**src/rtl/class_score_accumulator.sv**
```systemverilog
// Per-class dot-product engine: scans every grid cell of a weight ROM / feature RAM pair and emits sum(w*f).
// Build option SCORE_SATURATE_EN: per-step saturating accumulation plus a sat_flag output.
module class_score_accumulator #(
  parameter int NUM_CELLS   = 256,
  parameter int WEIGHT_BITS = 8,
  parameter int FEAT_BITS   = 8,
  parameter int ACC_BITS    = 24
) (
  input  logic                               clk,
  input  logic                               rst,
  input  logic                               start,
  output logic                               busy,
  output logic [$clog2(NUM_CELLS)-1:0]       cell_addr,
  input  logic signed [WEIGHT_BITS-1:0]      w_data,
  input  logic        [FEAT_BITS-1:0]        f_data,
  output logic signed [ACC_BITS-1:0]         score,
  output logic                               score_valid
`ifdef SCORE_SATURATE_EN
  ,
  output logic                               sat_flag
`endif
);

  localparam int ADDR_BITS = $clog2(NUM_CELLS);
  // signed*unsigned magnitude is below 2^(W+F-1), so W+F bits hold the product exactly
  localparam int PROD_BITS = WEIGHT_BITS + FEAT_BITS;
  localparam logic [ADDR_BITS-1:0] LAST_ADDR = ADDR_BITS'(NUM_CELLS - 1);

  typedef enum logic [1:0] {
    IDLE,
    SCAN,
    DRAIN,
    DONE
  } state_t;

  state_t                      state;
  logic                        rd_vld;
  logic signed [ACC_BITS-1:0]  acc;
  logic signed [ACC_BITS-1:0]  acc_next;
  logic signed [PROD_BITS-1:0] w_ext;
  logic signed [PROD_BITS-1:0] f_ext;
  logic signed [PROD_BITS-1:0] product;

`ifdef SCORE_SATURATE_EN
  localparam logic signed [ACC_BITS:0] SAT_MAX = {2'b00, {(ACC_BITS-1){1'b1}}};
  localparam logic signed [ACC_BITS:0] SAT_MIN = {2'b11, {(ACC_BITS-1){1'b0}}};

  logic signed [ACC_BITS:0] sum_ext;
  logic                     clamp;
  logic                     sat_seen;
`endif

  always_comb begin
    w_ext   = PROD_BITS'(w_data);
    f_ext   = PROD_BITS'(f_data);
    product = w_ext * f_ext;
`ifdef SCORE_SATURATE_EN
    // one guard bit is enough to see the overflow of a single step
    sum_ext = (ACC_BITS+1)'(acc) + (ACC_BITS+1)'(product);
    clamp   = 1'b0;
    if (sum_ext > SAT_MAX) begin
      acc_next = SAT_MAX[ACC_BITS-1:0];
      clamp    = 1'b1;
    end else if (sum_ext < SAT_MIN) begin
      acc_next = SAT_MIN[ACC_BITS-1:0];
      clamp    = 1'b1;
    end else begin
      acc_next = sum_ext[ACC_BITS-1:0];
    end
`else
    acc_next = acc + ACC_BITS'(product);
`endif
  end

  always_ff @(posedge clk) begin
    if (rst) begin
      state       <= IDLE;
      cell_addr   <= '0;
      busy        <= 1'b0;
      score       <= '0;
      score_valid <= 1'b0;
      acc         <= '0;
      rd_vld      <= 1'b0;
`ifdef SCORE_SATURATE_EN
      sat_flag    <= 1'b0;
      sat_seen    <= 1'b0;
`endif
    end else begin
      score_valid <= 1'b0;
      // rd_vld trails the address by one cycle to line up with the synchronous read data
      if (rd_vld) begin
        acc <= acc_next;
`ifdef SCORE_SATURATE_EN
        if (clamp) sat_seen <= 1'b1;
`endif
      end
      case (state)
        IDLE: begin
          if (start) begin
            acc       <= '0;
            cell_addr <= '0;
            busy      <= 1'b1;
            state     <= SCAN;
`ifdef SCORE_SATURATE_EN
            sat_flag  <= 1'b0;
            sat_seen  <= 1'b0;
`endif
          end
        end
        SCAN: begin
          rd_vld <= 1'b1;
          if (cell_addr == LAST_ADDR) begin
            state <= DRAIN;
          end else begin
            cell_addr <= cell_addr + ADDR_BITS'(1);
          end
        end
        DRAIN: begin
          rd_vld <= 1'b0;
          state  <= DONE;
        end
        DONE: begin
          score       <= acc;
          score_valid <= 1'b1;
          cell_addr   <= '0;
          busy        <= 1'b0;
          state       <= IDLE;
`ifdef SCORE_SATURATE_EN
          sat_flag    <= sat_seen;
`endif
        end
        default: state <= IDLE;
      endcase
    end
  end

endmodule

```
**config.mk**
```make
export PLATFORM = sky130hd
export DESIGN_NAME = class_score_accumulator
export DESIGN_NICKNAME = d
export VERILOG_FILES = /design/src/rtl/class_score_accumulator.sv
export SDC_FILE = /design/constraint.sdc
export NUM_CORES = 1
export LEC_CHECK = 0
export BUFFER_PORTS_ARGS = -buffer_cell sky130_fd_sc_hd__buf_2
export CAP_MARGIN = 10
export CORE_AREA = 5 5 143 179
export CTS_CLUSTER_SIZE = 24
export DETAILED_ROUTE_END_ITERATION = 10
export DIE_AREA = 0 0 148 184
export PLACE_DENSITY = 0.53
export SYNTH_ARGS = -nofsm -noshare
export SYNTH_HDL_FRONTEND = slang
export SYNTH_SLANG_ARGS = --single-unit
```
**constraint.sdc**
```tcl
create_clock -name clk -period 6.2 [get_ports clk]
set_clock_uncertainty 0.1 [all_clocks]
set_input_delay 0.93 -clock clk [delete_from_list [all_inputs] [get_ports clk]]
set_output_delay 0.93 -clock clk [all_outputs]
set_load 0.05 [all_outputs]
```
==> results by group <==
Synth
  – Yosys cell types: 62
  – Synth Instances: 675
  – Average cell area after synthesis: 8.57 sq um
  – Mapped cell area: 5790 sq um
  – Post-synth EDFFs: 0
  – Synth async-reset ratio: 0%
  – Seq/Total Area, Yosys: 21.1%
  – Predominant post-synthesis flop cell: dfxtp_1
  – Yosys reg bits: 61
  – Synth Warn #: 0
  – Syn nets: 802

Floorplanning
  – I/O pin count: 53
  – Die area: 27,200 sq um
  – Core box area: 23,600 sq um
  – Die width: 148 um
  – Die Span Y: 184 um
  – Initial core utilization: 24.6%
  – Num rows: 63

Setup path
  – Critical path's slowest cell: fa_1
  – R2R setup slack: 3.54 ns
  – Critical Path Start: f_data[3]
  – Delay-heaviest family, CP: adder cells
  – Maximum fanout along the worst path: 5
  – R2R cell count: 12
  – FF-to-FF End: acc[20]$_SDFF_PP0_
  – Levels on crit path: 27
  – CP endpoint: acc[21]$_SDFF_PP0_
  – CP required: 6.32 ns
  – Crit. End Element: register
  – Crit path buf inv count: 5
  – Startpoint Class: input port
  – Critical path type: input port to register
  – Critical path arrival: 6.20 ns
  – Crit-path max cell delay: 0.49 ns
  – Reg2reg start: acc[0]$_SDFF_PP0_

Detailed routing
  – Post-Route M1 WL: 7.09 mm
  – Top Metal Used: met4
  – ANT nets after route: 0
  – Vias: 5,124
  – Starting DRT DRC Count: 189
  – DRT Wirelength: 15.4 mm
  – Met3 WL: 423 um
  – Via-to-Cell Ratio: 4.58
  – Number of iterations in the first detailed-routing pass: 4
  – DR DRC count: 0
  – Met2 wire len: 7.47 mm
  – DR WL/cell: 13.8 um

Clocking
  – Number of CTS-inserted buffers: 9
  – Hold_buf cts: 0
  – CTS tree: done
  – Num Clock Sinks: 61
  – H-tree lvl count: 3
  – Clk root buf: clkbuf_16
  – Max Root-Sink Buffers: 2
  – Worst-Skew Late Latency: 0.34 ns
  – Clk slew on worst S/H paths: 0.06 ns

GRT
  – Global-route wire length before repair: 25.3 mm
  – Total grt overflow: 0
  – All-Layer GR Usage: 11.3%
  – Vias in the first global route: 5,131
  – Largest net degree at the start of global routing: 33
  – Initial antenna violation count: 0

Pwr
  – Clock power frac: 15.9%
  – Reg power frac: 15.8%
  – Sw frac: 44.1%
  – Leakage: 3.53 nW
  – NetSw: 1.51 mW
  – Worst vdd ir: 0.000239 V
  – Int Pwr: 1.91 mW
  – Comb power frac: 68.3%
  – Total chip power: 3.42 mW
  – PD cells: 443 nW/um^2

STA
  – Crit path time final: 6.08 ns
  – Tightest Pin Transition: 1.18 ns
  – Unrepaired setup endpoints after global routing: true
  – Part of the cycle the worst path needs: 98.1%
  – Final Hold Vio Count: 0
  – Setup violators final: 0
  – Slew Viols, Final: 0
  – Max Clk Rate: 0.164 GHz
  – Slew headroom: 21.4%

Placed design
  – Detail Placement HPWL: 12.1 mm
  – Port Buffers: 52
  – GP Congestion: 0.879

Finish
  – Final Core Density: 32.8%
  – Layout cells sized above 1: 28.1%
  – Area of the multi-input gates: 4450 sq um
  – # diodes: 0
  – Storage cell area: 1220 sq um
  – Net count, final: 949
  – Fillers: 2,453
  – Area Overhead vs Synth: 33.6%

Hold path
  – HP Start: score[23]$_SDFFE_PP0P_
  – Worst hold path class: register to register

Job
  – Max Cap Viol: 0

Status
  – Status: complete, no violations
[cell usage after synthesis, drive strengths merged (4+ instances only)]
master | n | area (sq um)
a211oi | 11 | 105
a21o | 10 | 75.1
a21oi | 40 | 204
and2 | 43 | 272
and3 | 4 | 26.3
buf | 9 | 48.8
clkbuf | 9 | 43.8
dfxtp | 61 | 1220
fa | 38 | 761
ha | 70 | 876
inv | 71 | 267
mux2i | 31 | 310
nand2 | 49 | 184
nand2b | 9 | 56.3
nand3 | 18 | 90.1
nand4 | 13 | 81.3
nor2 | 72 | 270
nor3 | 7 | 40.0
o211ai | 6 | 45.0
o21ai | 24 | 131
o21bai | 8 | 60.1
xnor2 | 17 | 149
xor2 | 16 | 140
[cell type report]
| type | count | area share [%] |
|---|---|---|
| Inverter | 71 | 3.51 |
| Sequential cell | 61 | 15.8 |
| Timing Repair Buffer | 154 | 14.2 |
| Clock buffer | 10 | 3.09 |
| Clock inverter | 6 | 1.12 |
| Tap cell | 292 | 4.73 |
| Multi-Input combinational cell | 525 | 57.5 |
[logic make-up (layout without fill, tap and decap cells)]
group	after synthesis	after routing	share of synthesized area [%]
buffers and inverters	89	241	6.20
AOI/OAI and AO/OA	126	126	15.0
and+or+nand+nor	227	227	19.1
xor gates and xnor gates	33	33	4.99
adders and majority gates	108	108	28.3
muxes	31	31	5.36
DFF	61	61	21.1
[worst reg2reg max path, cell delays in order (launching register included)]
cell	delay, ns
dfxtp_1	0.35
ha_1	0.20
inv_1	0.06
fa_1	0.40
nand2b_1	0.19
a21o_1	0.20
a21oi_1	0.15
o21ai_1	0.11
buf_4	0.15
o41ai_2	0.27
buf_4	0.16
nand4_1	0.09
o211ai_1	0.15
[through the flow]
stage	instances	setup TNS, ns	hold slack (ns)	cell area [sq um]	worst slack, ns
after floorplan	675	-0.00238	0.342	5790	-0.00238
after global placement	1095	-3.80	0.370	7030	-0.396
after detailed placement	1095	-3.74	0.379	7030	-0.436
after CTS	1112	0	0.389	7410	0.00919
after global routing	1119	-0.378	0.425	7730	-0.133
final	1119	0	0.386	7730	0.118
[layer usage]
layer  vias to the layer above  track usage [%]
li1                       2602                -
met1                      2400             13.9
met2                        92             19.9
met3                        30             2.02
met4                         0             3.99
met5                         -                0
[state kept, by name (all words and copies together), names as in the netlist]
name and cells:
cell_addr 8, score_valid 1, busy 1, score 24, state 2, rd_vld 1
acc 24
[layout by cell type, fill, tap and decap left out, types with 4 or more instances in the layout]
master / instances
buf_4: 101
nor2_1: 71
ha_1: 61
dfxtp_1: 61
inv_1: 60
nand2_1: 47
buf_2: 42
a21oi_1: 36
fa_1: 34
and2_1: 33
mux2i_1: 31
nand3_1: 18
xnor2_1: 17
xor2_1: 16
nand4_1: 13
o21ai_1: 11
a21o_1: 10
and2_4: 10
inv_2: 9
clkbuf_16: 9
nand2b_1: 8
a211oi_1: 8
o21ai_0: 8
ha_4: 8
buf_6: 8
o21bai_1: 7
o211ai_1: 6
o21ai_2: 5
nor3_1: 5
fa_2: 4
[power by group through the flow]
stage / combinational (mW) / sequential [mW] / clock [mW]
after global placement: 2.14 / 0.549 / 0
after floorplan: 1.38 / 0.530 / 0
after CTS: 2.19 / 0.543 / 0.558
after global routing: 2.60 / 0.550 / 0.573
after detailed placement: 2.14 / 0.550 / 0
final: 2.34 / 0.541 / 0.546
[timing repair]
item | 4_1_cts | 5_1_grt
gates resized for setup | 8 | 74
buffers inserted | 1 | 7
endpoints found under the setup margin | 6 | 12
pin swaps | 6 | 50
[worst min path at each step]
| stage | slack (ns) | cells after the start | end |
|---|---|---|---|
| after floorplan | 0.34 | 2 | acc[11]$_SDFF_PP0_ |
| after global placement | 0.37 | 2 | busy$_SDFFE_PP0P_ |
| after detailed placement | 0.38 | 2 | score[18]$_SDFFE_PP0P_ |
| after CTS | 0.39 | 2 | acc[19]$_SDFF_PP0_ |
| after global routing | 0.43 | 2 | score[20]$_SDFFE_PP0P_ |
| final | 0.39 | 2 | score[23]$_SDFFE_PP0P_ |
Power figures use the tool's default switching activity.
